==> src/rtl/program_loader.sv <==
// Boot-time program loader: framed byte stream -> little-endian 32-bit words -> instruction memory.
// Latency: im_we one clock after the 4th byte of a word is accepted; done two clocks after the last frame byte.
// Backpressure: rx_ready depends only on state and writes never stall the stream, so at most one byte per clock.
//
// Ports:
//   clk, reset (async, active-high), start (single-cycle load request)
//   rx_valid / rx_data / rx_ready : byte stream in (valid/ready)
//   im_we / im_addr / im_wdata    : instruction memory write port (word-aligned byte address)
//   cpu_reset, busy, done, error  : core reset and load status
// Optional feature: define LOADER_CHECKSUM_EN to require a trailing mod-256 checksum byte.
// Frame: LEN_LO LEN_HI, then N*4 data bytes (byte 0 of each word first), then [CHK].

module program_loader #(
  parameter int IMEM_WORDS = 256
) (
  input  logic        clk,
  input  logic        reset,
  input  logic        start,
  input  logic        rx_valid,
  input  logic [7:0]  rx_data,
  output logic        rx_ready,
  output logic        im_we,
  output logic [31:0] im_addr,
  output logic [31:0] im_wdata,
  output logic        cpu_reset,
  output logic        busy,
  output logic        done,
  output logic        error
);

  localparam int          IDX_W = $clog2(IMEM_WORDS + 1);
  localparam logic [16:0] MAX_N = 17'(IMEM_WORDS);

  typedef enum logic [2:0] {
    S_IDLE,
    S_LEN_LO,
    S_LEN_HI,
    S_DATA,
`ifdef LOADER_CHECKSUM_EN
    S_CHK,
`endif
    S_FLUSH,
    S_DONE,
    S_ERR
  } state_t;

  state_t             state_q, state_d;
  logic [15:0]        len_q, len_d;
  logic [1:0]         byte_cnt_q, byte_cnt_d;
  logic [IDX_W-1:0]   word_idx_q, word_idx_d;
  logic [23:0]        asm_q, asm_d;     // first three bytes of the word in flight
  logic               we_q, we_d;
  logic [31:0]        addr_q, addr_d;
  logic [31:0]        wdata_q, wdata_d;
`ifdef LOADER_CHECKSUM_EN
  logic [7:0]         sum_q, sum_d;
`endif

  logic               accept;
  logic [15:0]        n_full;
  state_t             end_state;        // where a frame goes once its data is complete

`ifdef LOADER_CHECKSUM_EN
  assign end_state = S_CHK;
`else
  assign end_state = S_FLUSH;
`endif

  // Status outputs are pure decodes of the state register.
  assign rx_ready  = (state_q == S_LEN_LO) || (state_q == S_LEN_HI) || (state_q == S_DATA)
`ifdef LOADER_CHECKSUM_EN
                  || (state_q == S_CHK)
`endif
                  ;
  assign busy      = rx_ready || (state_q == S_FLUSH);
  assign done      = (state_q == S_DONE);
  assign error     = (state_q == S_ERR);
  assign cpu_reset = (state_q != S_DONE);

  assign im_we     = we_q;
  assign im_addr   = addr_q;
  assign im_wdata  = wdata_q;

  assign accept    = rx_valid && rx_ready;
  assign n_full    = {rx_data, len_q[7:0]};

  always_comb begin
    state_d    = state_q;
    len_d      = len_q;
    byte_cnt_d = byte_cnt_q;
    word_idx_d = word_idx_q;
    asm_d      = asm_q;
    we_d       = 1'b0;
    addr_d     = addr_q;
    wdata_d    = wdata_q;
`ifdef LOADER_CHECKSUM_EN
    sum_d      = sum_q;
    if (accept) begin
      sum_d = sum_q + rx_data;
    end
`endif

    case (state_q)
      S_IDLE, S_DONE, S_ERR: begin
        if (start) begin
          state_d    = S_LEN_LO;
          byte_cnt_d = '0;
          word_idx_d = '0;
`ifdef LOADER_CHECKSUM_EN
          sum_d      = '0;
`endif
        end
      end

      S_LEN_LO: begin
        if (accept) begin
          len_d[7:0] = rx_data;
          state_d    = S_LEN_HI;
        end
      end

      S_LEN_HI: begin
        if (accept) begin
          len_d[15:8] = rx_data;
          if ({1'b0, n_full} > MAX_N) begin
            state_d = S_ERR;
          end else if (n_full == 16'd0) begin
            state_d = end_state;
          end else begin
            state_d = S_DATA;
          end
        end
      end

      S_DATA: begin
        if (accept) begin
          byte_cnt_d = byte_cnt_q + 2'd1;
          if (byte_cnt_q == 2'd3) begin
            // Word complete: register the write so it appears the following cycle.
            we_d       = 1'b1;
            wdata_d    = {rx_data, asm_q};
            addr_d     = 32'(word_idx_q) << 2;
            word_idx_d = word_idx_q + 1'b1;
            if (16'(word_idx_q) + 16'd1 == len_q) begin
              state_d = end_state;
            end
          end else begin
            asm_d = {rx_data, asm_q[23:8]};
          end
        end
      end

`ifdef LOADER_CHECKSUM_EN
      S_CHK: begin
        if (accept) begin
          // Whole frame including this byte must sum to zero mod 256.
          state_d = (8'(sum_q + rx_data) == 8'd0) ? S_FLUSH : S_ERR;
        end
      end
`endif

      S_FLUSH: begin
        state_d = S_DONE;
      end

      default: begin
        state_d = S_IDLE;
      end
    endcase
  end

  always_ff @(posedge clk or posedge reset) begin
    if (reset) begin
      state_q    <= S_IDLE;
      len_q      <= '0;
      byte_cnt_q <= '0;
      word_idx_q <= '0;
      asm_q      <= '0;
      we_q       <= 1'b0;
      addr_q     <= '0;
      wdata_q    <= '0;
`ifdef LOADER_CHECKSUM_EN
      sum_q      <= '0;
`endif
    end else begin
      state_q    <= state_d;
      len_q      <= len_d;
      byte_cnt_q <= byte_cnt_d;
      word_idx_q <= word_idx_d;
      asm_q      <= asm_d;
      we_q       <= we_d;
      addr_q     <= addr_d;
      wdata_q    <= wdata_d;
`ifdef LOADER_CHECKSUM_EN
      sum_q      <= sum_d;
`endif
    end
  end

endmodule

==> config.mk <==
export PLATFORM = sky130hd
export DESIGN_NAME = program_loader
export DESIGN_NICKNAME = d
export VERILOG_FILES = /design/src/rtl/program_loader.sv
export SDC_FILE = /design/constraint.sdc
export NUM_CORES = 1
export LEC_CHECK = 0
export BUFFER_PORTS_ARGS = -buffer_cell sky130_fd_sc_hd__buf_2
export CAP_MARGIN = 10
export CORE_MARGIN = 2
export CORE_UTILIZATION = 25
export DETAILED_ROUTE_END_ITERATION = 10
export GPL_TIMING_DRIVEN = 1
export HOLD_SLACK_MARGIN = 0.03
export PLACE_DENSITY = 0.46
export RECOVER_POWER = 100
export SLEW_MARGIN = 20
export SYNTH_ARGS = -nofsm -noshare
export SYNTH_HDL_FRONTEND = slang
export SYNTH_SLANG_ARGS = --single-unit
==> constraint.sdc <==
create_clock -name clk -period 3.01 [get_ports clk]
set_input_delay 0.301 -clock clk [delete_from_list [all_inputs] [get_ports clk]]
set_output_delay 0.301 -clock clk [all_outputs]
set_load 0.03 [all_outputs]
==> results of run 1 <==
## registers in the layout (all words and copies together) (netlist names)
signal and flops:
state_q 3, byte_cnt_q 2, im_addr 9, len_q 16, word_idx_q 9, im_wdata 32
asm_q 24, im_we 1
## worst min-delay path by stage
stage	from	to	cells past startpoint
floorplan	rx_data[0]	im_wdata[24]$_DFFE_PP0P_	2
global placement	reset	im_wdata[0]$_DFFE_PP0P_	2
detailed placement	reset	im_wdata[0]$_DFFE_PP0P_	2
CTS	reset	im_wdata[8]$_DFFE_PP0P_	2
global route	rx_data[5]	im_wdata[29]$_DFFE_PP0P_	3
finish	rx_data[5]	im_wdata[29]$_DFFE_PP0P_	3
## report_power, final
part	internal (mW)	switching, mW
clock	0.673	0.507
sequential	1.79	0.435
combinational	0.680	1.08
## metal layers
metal  up-vias  part of all wire [%]  routed length, um  GRT usage (%)
met3        11                   4.5                458          2.428
met4         0                   1.7                177          4.811
met2        79                    43               4461          17.25
li1       1523                     -                  -              -
met5         -                     0                  0              0
met1      1493                    50               5166          16.11
## cells in the final DEF, fill, tap and decap left out, types with 3 or more instances in the layout
| master | Yosys | routed |
|---|---|---|
| o31ai_1 | 3 | 3 |
| clkbuf_1 | 7 | 49 |
| mux2_2 | 40 | 40 |
| nor4_1 | 4 | 5 |
| a21oi_1 | 8 | 8 |
| xnor2_1 | 10 | 10 |
| nand3_1 | 4 | 4 |
| a31oi_1 | 3 | 3 |
| nor2_1 | 14 | 14 |
| o21ai_0 | 12 | 13 |
| a211oi_1 | 4 | 4 |
| buf_2 | 9 | 10 |
| nor2b_1 | 4 | 4 |
| dfrtp_1 | 96 | 96 |
| nand2_1 | 141 | 140 |
| nor3b_1 | 3 | 3 |
| nor3_1 | 5 | 6 |
| nand4_1 | 5 | 5 |
| clkbuf_16 | 0 | 9 |
| xor2_1 | 5 | 5 |
| conb_1 | 1 | 23 |
## layout make-up
class | count | area, um^2 | area share (%)
Clock buffer | 11 | 242.7 | 4.774
Inverter | 4 | 16.27 | 0.3199
Timing Repair Buffer | 62 | 267.8 | 5.266
Multi-Input combinational cell | 315 | 1812 | 35.63
Tap cell | 225 | 281.5 | 5.536
Sequential cell | 96 | 2402 | 47.24
Clock inverter | 5 | 62.56 | 1.230
## worst reg2reg max path: stages, from the launching register on
cell     delay [ps]
dfrtp_1         680
nand2_1         250
nor3_1         1070
mux2_2          440
## stage by stage
| stage | hold slack, ps | power (mW) | instances |
|---|---|---|---|
| 2_1_floorplan | 406.4 | 3.611 | 461 |
| 3_3_place_gp | 426.8 | 4.034 | 702 |
| 3_5_place_dp | 433.2 | 4.089 | 702 |
| 4_1_cts | 50.39 | 5.296 | 718 |
| 5_1_grt | 231.1 | 5.502 | 718 |
| 6_report | 227.1 | 5.162 | 718 |
## cells by family after synthesis
kind of cell,share of synthesized area [%]
simple gates,19.44
flops,53.93
buf+inv,7.079
mux,10.34
compound gates,5.618
xor+xnor,2.949
fa+ha+maj,0.5617
other cells,0.08419
==> results.cfg, run 1 <==
[outcome]
status = finished, violations left
failed_checks = max-capacitance violations, max-slew violations

[grt]
grt_overflow = 0
largest_net_degree_at_the_start_of_global_routing = 51
number_of_antenna_violations_at_the_first_check_in_global_routing = 0
first_global_vias = 3066
global_route.usage.total_pct = 11.52
grt_pass1_wl_um = 16420

[final_layout]
area_delta_synth_final_pct = 14.16
nNetsFinal = 502
layout-drive-gt1-share_pct = 15.82
num_antenna_cells = 0
finalCoreUtilization_pct = 29.30
n_fill_cell = 1853
design_area_mm2 = 0.005085

[die]
design.die.area_mm2 = 0.01890
die-height_um = 137.5
core_region_area_mm2 = 0.01736
floorplan.io_pins = 82
initial_core_util_pct = 25.66
row_count = 48
die_w_um = 137.5

[sta]
rsz_0062_raised_after_global_routing = no
fin_tns_setup_ps = 0
setup_viol = 0
ratio_of_final_minimum_period_to_clock_period_pct = 84.54
fin_ws_ps = 465.2
final_max_tran_viols = 47
finalHoldViolCount = 0
fmaxAchievable_ghz = 0.3930
skew_ps = 8.900
slew_worst_pin_ps = 2191
fin_crit_ps = 2545
max_slew_margin_pct = -46.89

[route]
avgViaCountPerCell = 4.326
avgRoutedWirePerCell_um = 14.29
detailedRoute.firstPassIterationCount = 4
final_antenna_net_count = 0
drt-total-wl_um = 10260
drt_first_iter_violations = 150
vias = 3106
remaining_drc_errors = 0

[synth]
synth.top_cell.area_share_pct = 53.93
synth-edff-count = 0
netlist_instances = 439
synthMostInstantiatedCell = nand2_1
synth_flop_cell = dfrtp_1
synth_common_cells = nand2_1 (141), dfrtp_1 (96), mux2_2 (40)
share_of_synthesized_registers_carrying_an_async_set_or_reset_pct = 100.0
syn_area_per_cell_um2 = 10.15
ys_seq_elements = 96
synth_area_leader_cell = dfrtp_1
synth-seq-area-share_pct = 53.93
yosys_warnings = 0
ys_top_cells_by_area = dfrtp_1 (54%), nand2_1 (12%), mux2_2 (10%)
synth_area_mm2 = 0.004454
yosys.cell_types.count = 46

[critical_path]
rr_startpoint = state_q[1]$_DFFE_PP0P_
worst_setup_path_end_kind = flip-flop
slowest_cell_on_crit_path = nor3_1
critical_path.top_delay_family = simple AND/OR/NAND/NOR gates
crit_chain = nand2_1, nor3_1, mux2_2
critPathMaxStageDelay_ps = 1070
r2r_slack_ps = 470
setup.worst_path.start = state_q[1]$_DFFE_PP0P_
path_class = reg -> reg
cp.buffers_inverters = 0
setup.worst_path.end = len_q[15]$_DFFE_PP0P_
worst_ep_arrival_time_ps = 2780
crit_required_ps = 3240
timing.reg2reg.worst_path_depth = 3
endpoint_of_the_worst_slack_reg_to_reg_timing_path = len_q[15]$_DFFE_PP0P_
path_max_fanout = 17
worstSetupStartpointType = flip-flop
critical_path_cell_count = 3

[power]
power.leakage_nw = 2.339
power.density_mw_per_mm2 = 1015
worst_vdd_drop_v = 0.0003874

[flow_run]
timing.max_cap.violations = 1

[placed_design]
placement.cell_area_mm2 = 0.004862
finalWeightedCongestion = 0.7871
detailedPlace.worstSlack_ps = 826.3
hpwlAfterDp_um = 7085
io_buffers = 58

[hold_path]
min-delay-path-class = in -> reg

[clocking]
cts_tree = built
cts.sinks = 96
clock_tree.root_cell = clkbuf_16
path_clk_slew_ps = 70
clock_path_buffers = 2
post_cts_resized = 0
post_cts_buffers = 0
clk-insertion-delay-late_ps = 350
cts_inserted_buffers = 9
ctsHtreeMaxLevel = 3
cts-hold-fix-buffers = 0
(Power assumes the default switching activity.)
==> run 2: changes to the inputs <==
==> constraint.sdc (replaced) <==
create_clock -name clk -period 2.65 [get_ports clk]
set_input_delay 0.265 -clock clk [delete_from_list [all_inputs] [get_ports clk]]
set_output_delay 0.265 -clock clk [all_outputs]
set_load 0.03 [all_outputs]
==> run 2 against run 1 <==
Against the previous run:
- the flow now finishes without violations
- critical path depth grew 4
- count of clock-buffer cells in the layout did not move
- sequential power increased by 12%
- sequential cell count unchanged
- worst hold slack got worse by 37 ps
- sequential share of layout area decreased by 0.36 points
- clock skew decreased by 2.8 ps
- final cell count up 0.56%
- first-iteration DRC count grew 62%
- power grew 14%
- combinational power rose by 16%
==> results.cfg, run 2 (synthesis results as in run 1) <==
[sta]
skew_ps = 6.138
fin_crit_ps = 2257
finalHoldViolCount = 0
fin_tns_setup_ps = 0
final_max_tran_viols = 0
ratio_of_final_minimum_period_to_clock_period_pct = 85.16
slew_worst_pin_ps = 1295
fin_ws_ps = 393.3
fmaxAchievable_ghz = 0.4431
rsz_0062_raised_after_global_routing = no
max_slew_margin_pct = 13.19
setup_viol = 0

[clocking]
path_clk_slew_ps = 70
cts_tree = built
cts.sinks = 96
cts_inserted_buffers = 9
ctsHtreeMaxLevel = 3
clock_path_buffers = 2
post_cts_buffers = 0
clk-insertion-delay-late_ps = 350
clock_tree.root_cell = clkbuf_16

[die]
die-height_um = 137.5
floorplan.io_pins = 82
row_count = 48
die_w_um = 137.5
initial_core_util_pct = 25.66
design.die.area_mm2 = 0.01890
core_region_area_mm2 = 0.01736

[final_layout]
seqCellArea_mm2 = 0.002402
num_antenna_cells = 0
area_delta_synth_final_pct = 15.03
n_fill_cell = 1887
largest_reg_flops = 32
multi_input_area_mm2 = 0.001821
layout-drive-gt1-share_pct = 16.50
final-instance-count-excl-fill = 722
layout_common_cells = nand2_1 (140), dfrtp_1 (96), clkbuf_1 (50)
nNetsFinal = 506
most_common_library_cell_in_the_layout_ignoring_fill_and_taps = nand2_1

[route]
vias = 3120
final_antenna_net_count = 0
avgRoutedWirePerCell_um = 14.08
drt_first_iter_violations = 243
remaining_drc_errors = 0
drt-total-wl_um = 10170
detailedRoute.firstPassIterationCount = 4
avgViaCountPerCell = 4.321

[critical_path]
rr_startpoint = state_q[1]$_DFFE_PP0P_
path_max_fanout = 33
path_class = reg -> reg
worstSetupStartpointType = flip-flop
endpoint_of_the_worst_slack_reg_to_reg_timing_path = im_wdata[15]$_DFFE_PP0P_
critPathMaxStageDelay_ps = 670
worst_ep_arrival_time_ps = 2540
slowest_cell_on_crit_path = dfrtp_1
worst_setup_path_end_kind = flip-flop
timing.reg2reg.worst_path_depth = 7
r2r_slack_ps = 390
crit_top_cell = nand2_1
crit_chain = nand2_1, nor2_1, nand2_2, inv_2, clkbuf_4, nand2_1, nand2_1
crit_required_ps = 2940

[grt]
grt_pass1_wl_um = 16390
global_route.usage.total_pct = 11.49
number_of_antenna_violations_at_the_first_check_in_global_routing = 0
groute.layer.met3.usage_pct = 2.502
globalRouteMet1Util_pct = 16.27
grt_overflow = 0
largest_net_degree_at_the_start_of_global_routing = 70
grt_most_used_layer = met1
first_global_vias = 3036
grt.met2_usage_pct = 16.25

[placed_design]
dp.cells = 705
hpwlAfterDp_um = 6980
detailedPlace.worstSlack_ps = 445.1
io_buffers = 58
finalWeightedCongestion = 0.7754

[power]
power.density_mw_per_mm2 = 1144
worst_vdd_drop_v = 0.0003905
power.leakage_nw = 2.358

[hold_path]
worst_hold_startpoint = rx_data[5]
min-delay-path-class = in -> reg
min_delay_path_depth = 3
hold-path-endpoint = im_wdata[29]$_DFFE_PP0P_

[flow_run]
timing.max_cap.violations = 0

[outcome]
status = finished clean
run 2: critical path: cells and delay by family (launching register included):
family / cells / cell delay [ps]
AND/OR/NAND/NOR: 5 / 840
flip-flops: 1 / 670
buffers and inverters: 2 / 660
run 2: where the power goes:
group	switching (mW)	total, mW	leakage [nW]	internal [mW]
Combinational	1.26	2.04	0.978	0.784
Sequential	0.459	2.49	1.23	2.03
Clock	0.563	1.33	0.146	0.764
run 2: worst max-delay path by stage:
stage | start | to | cells past startpoint
floorplan | word_idx_q[0]$_DFFE_PP0P_ | state_q[2]$_DFFE_PP0P_ | 7
global placement | byte_cnt_q[0]$_DFFE_PP0P_ | state_q[0]$_DFFE_PP0P_ | 7
detailed placement | state_q[1]$_DFFE_PP0P_ | word_idx_q[5]$_DFFE_PP0P_ | 7
CTS | state_q[1]$_DFFE_PP0P_ | word_idx_q[8]$_DFFE_PP0P_ | 7
global route | state_q[0]$_DFFE_PP0P_ | word_idx_q[5]$_DFFE_PP0P_ | 7
finish | state_q[1]$_DFFE_PP0P_ | im_wdata[15]$_DFFE_PP0P_ | 7
run 2: per-layer routing:
| layer | wire length [um] | part of all wire [%] | vias up |
|---|---|---|---|
| li1 | - | - | 1519 |
| met1 | 5145 | 51 | 1504 |
| met2 | 4274 | 42 | 83 |
| met3 | 523 | 5.1 | 14 |
| met4 | 224 | 2.2 | 0 |
| met5 | 0 | 0 | - |
run 2: layout make-up:
class                           count  share of cell area (%)
Clock buffer                       11                   4.737
Clock inverter                      5                   1.245
Inverter                            4                  0.3175
Multi-Input combinational cell    315                   35.53
Sequential cell                    96                   46.89
Tap cell                          225                   5.495
Timing Repair Buffer               66                   5.788
run 2: through the flow:
step	instance area (um^2)	util, %	total power [mW]	hold slack, ps
global placement	4898	28.22	4.606	382.6
CTS	5215	30.05	6.029	172.3
global route	5124	29.52	6.263	189.4
floorplan	4541	-	4.102	370.4
detailed placement	4898	28.22	4.660	389.0
finish	5124	29.52	5.860	189.7
run 2: timing repair:
item                                   4_1_cts  5_1_grt
hold buffers                                 1        0
endpoints found under the hold margin       27        0
resized for setup                            0        0
